## config.mk

```make
export PLATFORM = sky130hd
export DESIGN_NAME = multicycle_ctlpath
export DESIGN_NICKNAME = d
export VERILOG_FILES = /design/src/rtl/multicycle_ctlpath.sv
export SDC_FILE = /design/constraint.sdc
export NUM_CORES = 1
export LEC_CHECK = 0
export BUFFER_PORTS_ARGS = -buffer_cell sky130_fd_sc_hd__buf_2
export CAP_MARGIN = 20
export CORE_ASPECT_RATIO = 1.25
export CORE_UTILIZATION = 46
export DETAILED_ROUTE_END_ITERATION = 16
export PLACE_DENSITY = 0.75
export REMOVE_ABC_BUFFERS = 1
export SLEW_MARGIN = 20
export SYNTH_ARGS = -nofsm -noshare
export SYNTH_HDL_FRONTEND = slang
export SYNTH_SLANG_ARGS = --single-unit
```

## constraint.sdc

```tcl
create_clock -name clock -period 1.64 [get_ports clock]
set_clock_uncertainty 0.2 [all_clocks]
set_input_delay 0.246 -clock clock [delete_from_list [all_inputs] [get_ports clock]]
set_output_delay 0.246 -clock clock [all_outputs]
set_load 0.01 [all_outputs]
```

## src/rtl/multicycle_ctlpath.sv

```systemverilog
// Multicycle control path for the SiMPLE SV core. It sequences fetch, decode,
// execute, memory and writeback over a shared bus with a ready handshake.
module multicycle_ctlpath #(
  parameter int unsigned M_EXT          = 1,
  parameter int unsigned MUL_DIV_CYCLES = 32,
  parameter int unsigned MEM_TIMEOUT    = 0
) (
  input  logic       clock,
  input  logic       reset,
  input  logic [6:0] inst_opcode,
  input  logic [2:0] inst_funct3,
  input  logic       inst_bit_30,
  input  logic       inst_bit_25,
  input  logic       alu_result_equal_zero,
  input  logic       mem_ready,
  output logic       inst_mem_read_enable,
  output logic       inst_write_enable,
  output logic       data_mem_read_enable,
  output logic       data_mem_write_enable,
  output logic       pc_write_enable,
  output logic       regfile_write_enable,
  output logic       alu_operand_a_select,
  output logic       alu_operand_b_select,
  output logic [1:0] alu_op_mode,
  output logic [2:0] reg_writeback_select,
  output logic [1:0] next_pc_select,
  output logic       illegal_inst,
  output logic       bus_fault
);

  localparam int unsigned DWELL_W = 8;
  localparam int unsigned WAIT_W  = 16;

  localparam logic [6:0] OPC_LOAD     = 7'b0000011;
  localparam logic [6:0] OPC_MISC_MEM = 7'b0001111;
  localparam logic [6:0] OPC_OP_IMM   = 7'b0010011;
  localparam logic [6:0] OPC_AUIPC    = 7'b0010111;
  localparam logic [6:0] OPC_STORE    = 7'b0100011;
  localparam logic [6:0] OPC_OP       = 7'b0110011;
  localparam logic [6:0] OPC_LUI      = 7'b0110111;
  localparam logic [6:0] OPC_BRANCH   = 7'b1100011;
  localparam logic [6:0] OPC_JALR     = 7'b1100111;
  localparam logic [6:0] OPC_JAL      = 7'b1101111;

  localparam logic [DWELL_W-1:0] DWELL_LOAD = DWELL_W'(MUL_DIV_CYCLES - 1);
  localparam logic [WAIT_W-1:0]  WAIT_LIMIT = WAIT_W'(MEM_TIMEOUT - 1);
  localparam bit                 TIMEOUT_EN = (MEM_TIMEOUT != 0);
  localparam bit                 M_ENABLED  = (M_EXT != 0);

  localparam logic [1:0] MODE_ADD   = 2'd0;
  localparam logic [1:0] MODE_CMP   = 2'd1;
  localparam logic [1:0] MODE_FUNCT = 2'd2;

  localparam logic [2:0] WB_ALU  = 3'd0;
  localparam logic [2:0] WB_MEM  = 3'd1;
  localparam logic [2:0] WB_PC4  = 3'd2;
  localparam logic [2:0] WB_IMM  = 3'd3;

  localparam logic [1:0] NPC_PC4 = 2'd0;
  localparam logic [1:0] NPC_IMM = 2'd1;
  localparam logic [1:0] NPC_ALU = 2'd2;

  typedef enum logic [2:0] {
    S_FETCH,
    S_DECODE,
    S_EXECUTE,
    S_MEM,
    S_WRITEBACK,
    S_TRAP
  } state_t;

  state_t             state, state_nxt;
  logic [DWELL_W-1:0] dwell_cnt, dwell_nxt;
  logic [WAIT_W-1:0]  wait_cnt, wait_nxt;
  logic               illegal_q, illegal_nxt;
  logic               fault_q, fault_nxt;

  logic is_load, is_store, is_op, is_op_imm, is_branch;
  logic is_jal, is_jalr, is_lui, is_auipc, is_misc_mem;
  logic is_m_op, legal_c, branch_taken_c, wait_expired_c;
  logic unused_inst_bits;

  // Opcode class decode from the instruction register fields
  assign is_load     = (inst_opcode == OPC_LOAD);
  assign is_store    = (inst_opcode == OPC_STORE);
  assign is_op       = (inst_opcode == OPC_OP);
  assign is_op_imm   = (inst_opcode == OPC_OP_IMM);
  assign is_branch   = (inst_opcode == OPC_BRANCH);
  assign is_jal      = (inst_opcode == OPC_JAL);
  assign is_jalr     = (inst_opcode == OPC_JALR);
  assign is_lui      = (inst_opcode == OPC_LUI);
  assign is_auipc    = (inst_opcode == OPC_AUIPC);
  assign is_misc_mem = (inst_opcode == OPC_MISC_MEM);
  assign is_m_op     = is_op && inst_bit_25;

  assign legal_c = (is_op && (M_ENABLED || !inst_bit_25)) || is_op_imm || is_load ||
                   is_store || is_branch || is_jal || is_jalr || is_lui ||
                   is_auipc || is_misc_mem;

  // funct3 bit 0 inverts the sense (NE/GE/GEU), bit 2 selects the LT-class compare
  assign branch_taken_c = alu_result_equal_zero ^ inst_funct3[0] ^ inst_funct3[2];

  // mem_ready on the limit cycle takes priority over the timeout
  assign wait_expired_c = TIMEOUT_EN && (wait_cnt == WAIT_LIMIT) && !mem_ready;

  // inst[30] feeds the ALU control directly; funct3[1] only matters to the datapath
  assign unused_inst_bits = ^{inst_bit_30, inst_funct3[1]};

  always_ff @(posedge clock) begin
    if (reset) begin
      state     <= S_FETCH;
      dwell_cnt <= '0;
      wait_cnt  <= '0;
      illegal_q <= 1'b0;
      fault_q   <= 1'b0;
    end else begin
      state     <= state_nxt;
      dwell_cnt <= dwell_nxt;
      wait_cnt  <= wait_nxt;
      illegal_q <= illegal_nxt;
      fault_q   <= fault_nxt;
    end
  end

  always_comb begin
    state_nxt   = state;
    dwell_nxt   = dwell_cnt;
    wait_nxt    = wait_cnt;
    illegal_nxt = illegal_q;
    fault_nxt   = fault_q;

    inst_mem_read_enable  = 1'b0;
    inst_write_enable     = 1'b0;
    data_mem_read_enable  = 1'b0;
    data_mem_write_enable = 1'b0;
    pc_write_enable       = 1'b0;
    regfile_write_enable  = 1'b0;
    alu_operand_a_select  = 1'b0;
    alu_operand_b_select  = 1'b0;
    alu_op_mode           = MODE_ADD;
    reg_writeback_select  = WB_ALU;
    next_pc_select        = NPC_PC4;
    illegal_inst          = illegal_q;
    bus_fault             = fault_q;

    case (state)
      S_FETCH: begin
        inst_mem_read_enable = 1'b1;
        if (mem_ready) begin
          inst_write_enable = 1'b1;
          state_nxt         = S_DECODE;
        end else if (wait_expired_c) begin
          state_nxt = S_TRAP;
          fault_nxt = 1'b1;
        end else begin
          wait_nxt = wait_cnt + WAIT_W'(1);
        end
      end
      S_DECODE: begin
        if (legal_c) begin
          state_nxt = S_EXECUTE;
          dwell_nxt = is_m_op ? DWELL_LOAD : '0;
        end else begin
          state_nxt   = S_TRAP;
          illegal_nxt = 1'b1;
        end
      end
      S_EXECUTE: begin
        if (dwell_cnt != '0) begin
          dwell_nxt = dwell_cnt - DWELL_W'(1);
        end else if (is_load || is_store) begin
          state_nxt = S_MEM;
          wait_nxt  = '0;
        end else begin
          state_nxt = S_WRITEBACK;
        end
      end
      S_MEM: begin
        data_mem_read_enable  = is_load;
        data_mem_write_enable = is_store;
        if (mem_ready) begin
          state_nxt = S_WRITEBACK;
        end else if (wait_expired_c) begin
          state_nxt = S_TRAP;
          fault_nxt = 1'b1;
        end else begin
          wait_nxt = wait_cnt + WAIT_W'(1);
        end
      end
      S_WRITEBACK: begin
        pc_write_enable      = 1'b1;
        regfile_write_enable = is_op || is_op_imm || is_load || is_jal ||
                               is_jalr || is_lui || is_auipc;
        if (is_load)               reg_writeback_select = WB_MEM;
        else if (is_jal || is_jalr) reg_writeback_select = WB_PC4;
        else if (is_lui)           reg_writeback_select = WB_IMM;
        if (is_jal || (is_branch && branch_taken_c)) next_pc_select = NPC_IMM;
        else if (is_jalr)                            next_pc_select = NPC_ALU;
        state_nxt = S_FETCH;
        wait_nxt  = '0;
      end
      S_TRAP: begin
        state_nxt = S_TRAP;
      end
      default: begin
        state_nxt = S_FETCH;
      end
    endcase

    // ALU selects stay stable from execute through writeback (branch compare, JALR target)
    if (state == S_EXECUTE || state == S_MEM || state == S_WRITEBACK) begin
      if (is_load || is_store || is_jalr) begin
        alu_operand_b_select = 1'b1;
      end else if (is_op) begin
        alu_op_mode = MODE_FUNCT;
      end else if (is_op_imm) begin
        alu_operand_b_select = 1'b1;
        alu_op_mode          = MODE_FUNCT;
      end else if (is_branch) begin
        alu_op_mode = MODE_CMP;
      end else if (is_auipc) begin
        alu_operand_a_select = 1'b1;
        alu_operand_b_select = 1'b1;
      end
    end

    if (reset) begin
      inst_mem_read_enable  = 1'b0;
      inst_write_enable     = 1'b0;
      data_mem_read_enable  = 1'b0;
      data_mem_write_enable = 1'b0;
      pc_write_enable       = 1'b0;
      regfile_write_enable  = 1'b0;
      alu_operand_a_select  = 1'b0;
      alu_operand_b_select  = 1'b0;
      alu_op_mode           = MODE_ADD;
      reg_writeback_select  = WB_ALU;
      next_pc_select        = NPC_PC4;
      illegal_inst          = 1'b0;
      bus_fault             = 1'b0;
    end
  end

endmodule

```

# Word level (Yosys, flattened, before mapping)
# Cells that the tools add are included.
# word_totals
ff_bits	13
word_cells	107
output_inout_bits	17
# op_classes
bitwise_logic	3
n_mux	52
reduce_logical	27
eq_ne	20
add_sub_neg	1
# ops
op	n
$mux 1	28
$mux 2	13
$eq 7x6->1 const B	3
$eq 7x7->1 const B	3
$logic_or 1x1->1	19
$mux 3	6
$mux 8	2
$pmux 8 s2	1
$pmux 3 s5	1
$eq 7x5->1 const B	2
$ne 2x2->1 const B	5
$reduce_bool 8->1	1
$sub 8x1->8 const B	1
$eq 7x2->1 const B	1
$eq 7x4->1 const B	1
$eq 3x2->1 const B	2
$eq 3x3->1 const B	2
$reduce_and 3->1	2
$mux 5	1
$eq 3x1->1 const B	1
$logic_not 3->1	1
$logic_and 1x1->1	2
$reduce_and 2->1	1
$reduce_bool 2->1	1
2 further kinds	3

# Logic depth before layout (Yosys ltp)
# Gate-level depths: netlist of the first run.
# depth
depth_word	12
ltp_mapped	7
mapped_depth_nobuf	7

# Worst setup path before layout of the first run
# No wires, ideal clock.
# synth_path
path_kind	register to output
from	register state[1]
to	output port reg_writeback_select[0]
stages_incl_launch_ff	5
t_arrival_ns	1.636
path_slack_ns	-0.442
path_buffers	1
path_cell_list	dfxtp_1 buf_2 nor3_1 nand2_1 a2111oi_0
# synth_via
elab_chain_cells	3
# synth_rtl
item	line_no	text
start, declared	72	state_t state, state_nxt;
start signal, assigned	117	state <= state_nxt;
$eq 3x3->1	146	case (state)
$mux 2	146	
$mux 3	227	if (reset) begin
end, declared	25	output logic [2:0] reg_writeback_select,
# No other way between the ends.

# Final worst setup path of the first run
# layout_path
from	register state[0]
to	output port data_mem_read_enable
# layout_via
elab_chain_cells	3
# layout_rtl
item	line_no	text
$eq 3x2->1	146	
$mux 1	146	
$mux 1	227	
end, declared	18	output logic data_mem_read_enable,
# No other way between the ends.

==> summary.md, run 1 <==
| Metric | Value |
|---|---|
| Post-synth top area cell | dfxtp_1 |
| Die Wd | 46.26 µm |
| Worst EP arrival | 1.67 ns |
| DRT antenna net count | 0 |
| Area share of the largest cell type after synthesis | 23.11% |
| H-Tree Level Count | 1 |
| Leading cell type in the layout, fill and taps excluded | buf_4 |
| Share of cells above drive strength 1 | 59.01% |
| Root buf cell | clkbuf_4 |
| CP required | 1.19 ns |
| First-pass GRT wire length | 6651 µm |
| Num rows | 19 |
| Crit. Startpoint | state[0]$_SDFFE_PP0P_ |
| Total track usage | 34.23% |
| Setup crit end kind | output pin |
| Placed Area | 1528 µm² |
| Die H | 57.32 µm |
| Hold buffers post-CTS | 0 |
| Post-Syn Instances | 149 |
| Setup Viol. Count Final | 25 |
| Crit path kind | reg2out |
| Initial DRC Count | 130 |
| Status | finished with violations |
| Post-DP HPWL | 2600 µm |
| Synth Flop Type | dfxtp_1 |
| DRC viols | 0 |
| Largest net degree at the start of global routing | 15 |
| Clock slew at reported path FFs | 0.08 ns |
| Antenna diodes | 0 |
| Asr flop ratio synth | 0% |
| Vias in the first global route | 1490 |
| Sink Count | 13 |
| CP Launch Type | flip-flop |
| Static Leak | 0.8088 nW |
| Initial antenna violation count | 0 |
| Via-per-instance ratio | 6.490 |
| Via count | 1642 |
| Insertion delay to the later sink of the worst-skew pair | 0.29 ns |
| Final net count | 241 |
| Crit share post-route | 129.2% |
| Fin area | 1954 µm² |
| P per Cell Area | 450.8 nW/µm² |
| #FFs+latches synth | 13 |
| Starting density of the core | 49.86% |
| Syn avg cell area | 7.558 µm² |
| Max Cap Viol | 0 |
| Max Root-Sink Buffers | 2 |
| Synth unique cells | 47 |
| Top Ports | 33 |
| Failing checks | negative setup slack |
| Hold_sp | mem_ready |
| EDFF count, synth | 0 |
| Sequential area share after synthesis | 23.11% |
| Area grow syn2layout | 73.56% |
| RSZ-0062 raised after global routing | true |
| Worst setup margin | -0.4794 ns |
| Crit-path max FO | 7 |
| Worst vdd ir | 0.3826 mV |
| Final hold vios | 0 |
| Final Critical Period | 2.119 ns |
| Max-slew violations | 0 |
| Drt first pass iters | 5 |
| Post-Syn Area | 1126 µm² |
| Hold Path Class | in2reg |
| DR WL/cell | 20.26 µm |
| Hold_ws | 0.0004980 ns |
| WL final | 5126 µm |
| Core area | 2258 µm² |
| I/O Buffers | 29 |
| TritonCTS Buffers | 3 |
| Grt total ovfl | 0 |
| Area contributors post-synth | dfxtp_1 (23%), nor3_1 (6.7%), o21ai_0 (5.3%), nor2_1 (4.3%), nand3_1 (4.0%) |
| Fmax | 471.8 MHz |
| CTS tree | done |
| Commonest cells after routing, fill and taps aside | buf_4 (39), buf_2 (28), buf_6 (12) |
| DIE AREA | 2651 µm² |
| Ys Warns | 0 |
| Gpl congestion | 0.8290 |
| Reg2reg start | state[0]$_SDFFE_PP0P_ |
per-stage QoR:
stage               instances  setup TNS (ns)  total power, mW  worst slack (ns)  utilization, %
floorplan                 138          -3.545           0.4315           -0.5206               -
detailed placement        235          -3.988           0.5498           -0.2954           67.65
global route              253          -9.751           0.9137           -0.5395           86.54
finish                    253          -8.492           0.8811           -0.4794           86.54
CTS                       246          -4.927           0.8109           -0.3617           79.83
global placement          235          -3.242           0.5400           -0.2204           67.65
layer usage:
| metal | up-vias | global-route usage, % | part of all wire (%) |
|---|---|---|---|
| met1 | 770 | 38.36 | 35 |
| li1 | 692 | - | - |
| met4 | 0 | 18.91 | 5.8 |
| met2 | 142 | 60.56 | 51 |
| met3 | 38 | 2.532 | 8.1 |
| met5 | - | 0 | 0 |
synthesized netlist by cell type, drive strengths merged, types with 2 or more instances:
library cell and instances:
inv 4, nand2 7, nor3b 4, clkbuf 5, dfxtp 13, nand2b 5, nand4b 2, ha 2
o211a 2, xor2 5, buf 6, and2 2, nand3 9, nor4 5, a21oi 7, o21ai 13
a211oi 2, nor3 16, o2bb2ai 2, nor2 14, nor2b 4
worst max-delay path: stages (launching register included):
cell and delay, ns:
dfxtp_4 0.36, buf_4 0.10, buf_6 0.12, or4bb_4 0.49, nor3_2 0.15, buf_2 0.17
final cells by class:
class / instances / area [µm²]
inverters: 4 / 15.01
multi-input cells: 121 / 1011
repair buffers: 80 / 588.1
fillers: 99 / 304.0
clock inverters: 1 / 5.005
well taps: 31 / 38.79
clock buffers: 3 / 22.52
flip-flops and latches: 13 / 274.0
flip-flops by register name, summed over array words and instances, names as in the netlist:
name       count
fault_q        1
illegal_q      1
dwell_cnt      8
state          3
what timing repair did:
| item | CTS | global route |
|---|---|---|
| buffers inserted | 8 | 7 |
| pin swaps | 21 | 19 |
| setup endpoints to repair | 25 | 25 |
| resized for setup | 55 | 17 |
report_power, final:
group / leakage [nW] / total (mW) / switching (mW) / internal, mW
combinational: 0.683 / 0.334 / 0.174 / 0.161
sequential: 0.108 / 0.334 / 0.00921 / 0.324
clock: 0.0177 / 0.213 / 0.123 / 0.0906
total: 0.809 / 0.881 / 0.306 / 0.576
cells by family after synthesis:
family | Yosys count | share of synthesized area, %
AOI/OAI and AO/OA | 34 | 21.00
xor gates and xnor gates | 6 | 4.667
adders and majority gates | 2 | 2.222
buffers and inverters | 15 | 6.666
DFF | 13 | 23.11
muxes | 1 | 0.8889
other | 1 | 0.3330
and+or+nand+nor | 77 | 41.11
path summary, 6_finish.rpt:
| path | end | slack, ns | cells past startpoint |
|---|---|---|---|
| hold / removal | state[0]$_SDFFE_PP0P_ | 0.0005 | 2 |
| hold reg to reg | fault_q$_DFF_P_ | 0.27 | 1 |
| setup reg to reg | state[2]$_SDFFE_PP0P_ | -0.39 | 8 |
| setup / recovery | data_mem_read_enable | -0.48 | 5 |
No activity file was read; power rests on OpenSTA's default activity.
==> run 2: changes to the inputs <==
Settings changed: CORE_UTILIZATION 46 to 50, PLACE_DENSITY 0.75 to 0.78.
Clock period 1.64 ns to 2.6 ns, I/O delays scaled along.
==> summary.md, run 2 (synthesis gave the netlist of run 1 again) <==
| Metric | Value |
|---|---|
| Final core occ | 62.88% |
| Reg-to-reg slack, setup | 0.40 ns |
| Insertion delay to the later sink of the worst-skew pair | 0.27 ns |
| Final Total Pwr | 0.4360 mW |
| DIE AREA | 2447 µm² |
| Worst path max stage delay | 0.61 ns |
| Crit-path max FO | 13 |
| Die Wd | 44.45 µm |
| Post-DP HPWL | 1867 µm |
| Max-slew violations | 0 |
| DRT antenna net count | 0 |
| Crit-path slowest cell | dfxtp_1 |
| Worst hold stages | 2 |
| Hold Path Class | in2reg |
| CP delay by family, top | flip-flops |
| TritonCTS Buffers | 3 |
| Via count | 1164 |
| Root buf cell | clkbuf_4 |
| Top Ports | 33 |
| Total track usage | 20.71% |
| WL final | 2483 µm |
| Worst reg2reg path depth | 5 |
| Worst setup margin | 0.1287 ns |
| Antenna diodes | 0 |
| Hold_sp | mem_ready |
| Setup Viol. Count Final | 0 |
| Final net count | 191 |
| Starting density of the core | 54.95% |
| Initial antenna violation count | 0 |
| Largest net degree at the start of global routing | 22 |
| Status | finished, final reports clean |
| Clock share of power | 28.3% |
| CP cell instances | mux2i_1 -> nand2b_1 -> nor3_1 -> nor3b_1 -> buf_2 |
| Max FFs per register | 8 |
| Static Leak | 0.5040 nW |
| Hold_ws | 0.1339 ns |
| Hold buffers post-CTS | 0 |
| Gpl congestion | 0.8127 |
| CP required | 2.01 ns |
| Share of cells above drive strength 1 | 25.00% |
| Combinational share of power | 23.0% |
| First-pass GRT wire length | 3815 µm |
| Final hold vios | 0 |
| CP Launch Type | flip-flop |
| DRC viols | 0 |
| Biggest regs | dwell_cnt x8, state x3 |
| Num rows | 18 |
| Fmax | 404.6 MHz |
| Core area | 2049 µm² |
| Largest register by flop count | dwell_cnt |
| Final Critical Period | 2.471 ns |
| Worst vdd ir | 0.1508 mV |
| Vias in the first global route | 907 |
| Clock slew at reported path FFs | 0.08 ns |
| Crit share post-route | 95.05% |
| Internal power | 0.3041 mW |
| Worst EP arrival | 1.88 ns |
| Die H | 55.06 µm |
| Via-per-instance ratio | 5.762 |
| Crit path kind | reg2out |
| Grt total ovfl | 0 |
| Max Root-Sink Buffers | 2 |
| CTS tree | done |
| Area grow syn2layout | 14.44% |
| Setup crit end kind | output pin |
| Sw Share | 30.26% |
| Drt first pass iters | 4 |
| Leading cell type in the layout, fill and taps excluded | buf_2 |
| Postcts setup bufs | 0 |
| Hold Path End | state[0]$_SDFFE_PP0P_ |
| Reg2reg start | state[1]$_SDFFE_PP0P_ |
| Worst R2R End | dwell_cnt[0]$_SDFFE_PP0P_ |
| Place WS | 0.3763 ns |
| DR WL/cell | 12.29 µm |
| Sequential share of power | 48.7% |
| Switching power | 0.1319 mW |
| Sink Count | 13 |
| Commonest cells after routing, fill and taps aside | buf_2 (29), nor3_1 (14), nor2_1 (13), dfxtp_1 (13), o21ai_0 (12) |
| Max Cap Viol | 0 |
| P per Cell Area | 338.3 nW/µm² |
| Crit path buffers/inverters | 1 |
| Initial DRC Count | 22 |
| I/O Buffers | 29 |
| H-Tree Level Count | 1 |
-- run 2: stage by stage --
step / instance area (µm²) / TNS, ns / cells
2_1_floorplan: 1066 / 0 / 138
3_3_place_gp: 1256 / 0 / 198
3_5_place_dp: 1256 / 0 / 198
4_1_cts: 1282 / 0 / 202
5_1_grt: 1289 / -0.1212 / 202
6_report: 1289 / 0 / 202
-- run 2: power by group through the flow --
stage	clock (mW)	sequential [mW]	combinational, mW
after floorplan	0	0.218	0.0542
after global placement	0	0.216	0.0957
after detailed placement	0	0.217	0.0989
after CTS	0.124	0.212	0.0992
after global routing	0.137	0.214	0.112
final	0.123	0.212	0.100
-- run 2: cell type report --
class | instances | area, µm²
multi-input combinational | 121 | 797.0
inverter | 4 | 15.01
fill | 186 | 760.7
timing repair buffer | 30 | 152.6
sequential | 13 | 260.3
clock buffer | 4 | 26.28
tap | 30 | 37.54
-- run 2: what timing repair did --
item,CTS,global route
hold endpoints to repair,0,0
setup endpoints to repair,0,1
resized for setup,0,2
-- run 2: layer usage --
layer,track usage (%),part of all wire [%]
met1,24.71,44
met2,38.24,50
met3,2.922,4.3
met4,6.061,0.93
met5,0,0
-- run 2: worst max path at each step --
stage                                from                 endpoint  slack [ns]  cells past startpoint
global route        state[1]$_SDFFE_PP0P_           alu_op_mode[0]       -0.07                      5
global placement                    reset  reg_writeback_select[0]        0.44                      5
CTS                 state[0]$_SDFFE_PP0P_  reg_writeback_select[0]        0.12                      5
finish              state[1]$_SDFFE_PP0P_           alu_op_mode[0]        0.13                      5
detailed placement                  reset  reg_writeback_select[0]        0.38                      5
floorplan           state[2]$_SDFFE_PP0P_  reg_writeback_select[0]        0.30                      4
==> run 3: changes to the inputs <==
Settings changed: CORE_UTILIZATION 50 to 45, PLACE_DENSITY 0.78 to 0.71.
==> summary.md, run 3 (synthesis gave the netlist of run 1 again) <==
| Metric | Value |
|---|---|
| Core area | 2282 µm² |
| Insertion delay to the later sink of the worst-skew pair | 0.28 ns |
| Fmax | 420.8 MHz |
| Num rows | 19 |
| Crit-path max FO | 12 |
| Via-per-instance ratio | 5.868 |
| DIE AREA | 2708 µm² |
| Via count | 1197 |
| Total track usage | 22.77% |
| Gpl congestion | 0.8326 |
| Drt first pass iters | 4 |
| I/O Buffers | 29 |
| Antenna diodes | 0 |
| Biggest regs | dwell_cnt x8, state x3 |
| Initial DRC Count | 31 |
| First-pass GRT wire length | 4726 µm |
| WL final | 2681 µm |
| Worst EP arrival | 1.79 ns |
| Starting density of the core | 49.34% |
| Initial antenna violation count | 0 |
| Max Cap Viol | 0 |
| Leading cell type in the layout, fill and taps excluded | buf_2 |
| Cell Count, Final, Fillers Out | 204 |
| Share of cells above drive strength 1 | 26.59% |
| TritonCTS Buffers | 3 |
| Slew headroom | 66.64% |
| Final hold vios | 0 |
| Worst Tran Pin Value | 0.4993 ns |
| Placed Area | 1265 µm² |
| Max FFs per register | 8 |
| Setup crit end kind | output pin |
| Area grow syn2layout | 15.67% |
| Clock slew at reported path FFs | 0.08 ns |
| DRC viols | 0 |
| Status | finished, final reports clean |
| Sink Count | 13 |
| Largest register by flop count | dwell_cnt |
| Post-DP HPWL | 2042 µm |
| Commonest cells after routing, fill and taps aside | buf_2 (29), nor3_1 (13), nor2_1 (13) |
| Final Total Pwr | 0.4459 mW |
| Setup Viol. Count Final | 0 |
| Final Critical Period | 2.377 ns |
| DRT antenna net count | 0 |
| H-Tree Level Count | 1 |
| Cells after DPL | 200 |
| Hold buffers post-CTS | 0 |
| Crit path kind | reg2out |
| Root buf cell | clkbuf_4 |
| Crit share post-route | 91.41% |
| Final core occ | 57.07% |
| Hold_ws | 0.1469 ns |
| Worst vdd ir | 0.2083 mV |
| Largest net degree at the start of global routing | 17 |
| Die Wd | 46.74 µm |
| Fin area | 1303 µm² |
| CTS tree | done |
| Hold Path Class | in2reg |
| Die H | 57.93 µm |
| Max-slew violations | 0 |
| CP Launch Type | flip-flop |
| Vias in the first global route | 1131 |
| Setup TNS | 0 ns |
| Final net count | 192 |
| CP required | 2.01 ns |
| DR WL/cell | 13.14 µm |
| Worst setup margin | 0.2233 ns |
| Static Leak | 0.5097 nW |
| Place WS | 0.4229 ns |
| Grt total ovfl | 0 |
| Top Ports | 33 |
| RSZ-0062 raised after global routing | false |
| Max Root-Sink Buffers | 2 |
| P per Cell Area | 342.3 nW/µm² |
-- run 3: changes by cell type in the layout (fill, tap and decap cells not counted) --
cell / previous run / this run
a2111oi_0: 0 / 1
a2111oi_1: 1 / 0
buf_4: 1 / 2
dfxtp_1: 13 / 12
dfxtp_2: 0 / 1
nor3_1: 14 / 13
nor3_2: 2 / 3
-- run 3: what timing repair did --
item	CTS	global route
resized for setup	0	3
hold endpoints to repair	0	0
setup endpoints to repair	0	3
buffers inserted	0	0
-- run 3: path summary, 6_finish.rpt --
kind,startpoint,end,slack [ns],cells past startpoint
max,state[0]$_SDFFE_PP0P_,alu_op_mode[0],0.22,6
min,mem_ready,state[0]$_SDFFE_PP0P_,0.15,2
max reg2reg,dwell_cnt[0]$_SDFFE_PP0P_,state[2]$_SDFFE_PP0P_,0.49,7
min reg2reg,illegal_q$_SDFFE_PP0P_,illegal_q$_SDFFE_PP0P_,0.27,2
-- run 3: power by group --
group	switching [mW]	internal (mW)
logic	0.0614	0.0409
clock network	0.0717	0.0596
registers	0.00735	0.205
total	0.140	0.305
-- run 3: per-layer routing --
layer,global-route usage [%],share of wire (%),vias up
met3,0.9346,2.9,4
met1,28.68,44,565
li1,-,-,595
met5,0,0,-
met4,9.388,1.5,0
met2,39.09,51,33
-- run 3: area by class of cell --
| type | instances | area [µm²] |
|---|---|---|
| inverters | 4 | 15.01 |
| repair buffers | 31 | 160.2 |
| fillers | 226 | 979.7 |
| flip-flops and latches | 13 | 261.5 |
| well taps | 31 | 38.79 |
| clock buffers | 4 | 26.28 |
| multi-input cells | 121 | 800.8 |
-- run 3: critical path, cell delays in order (launching register included) --
cell      delay, ns
dfxtp_1        0.42
nand2b_1       0.24
mux2i_1        0.15
nand2b_1       0.11
nor3_2         0.23
nor3b_1        0.19
buf_2          0.15
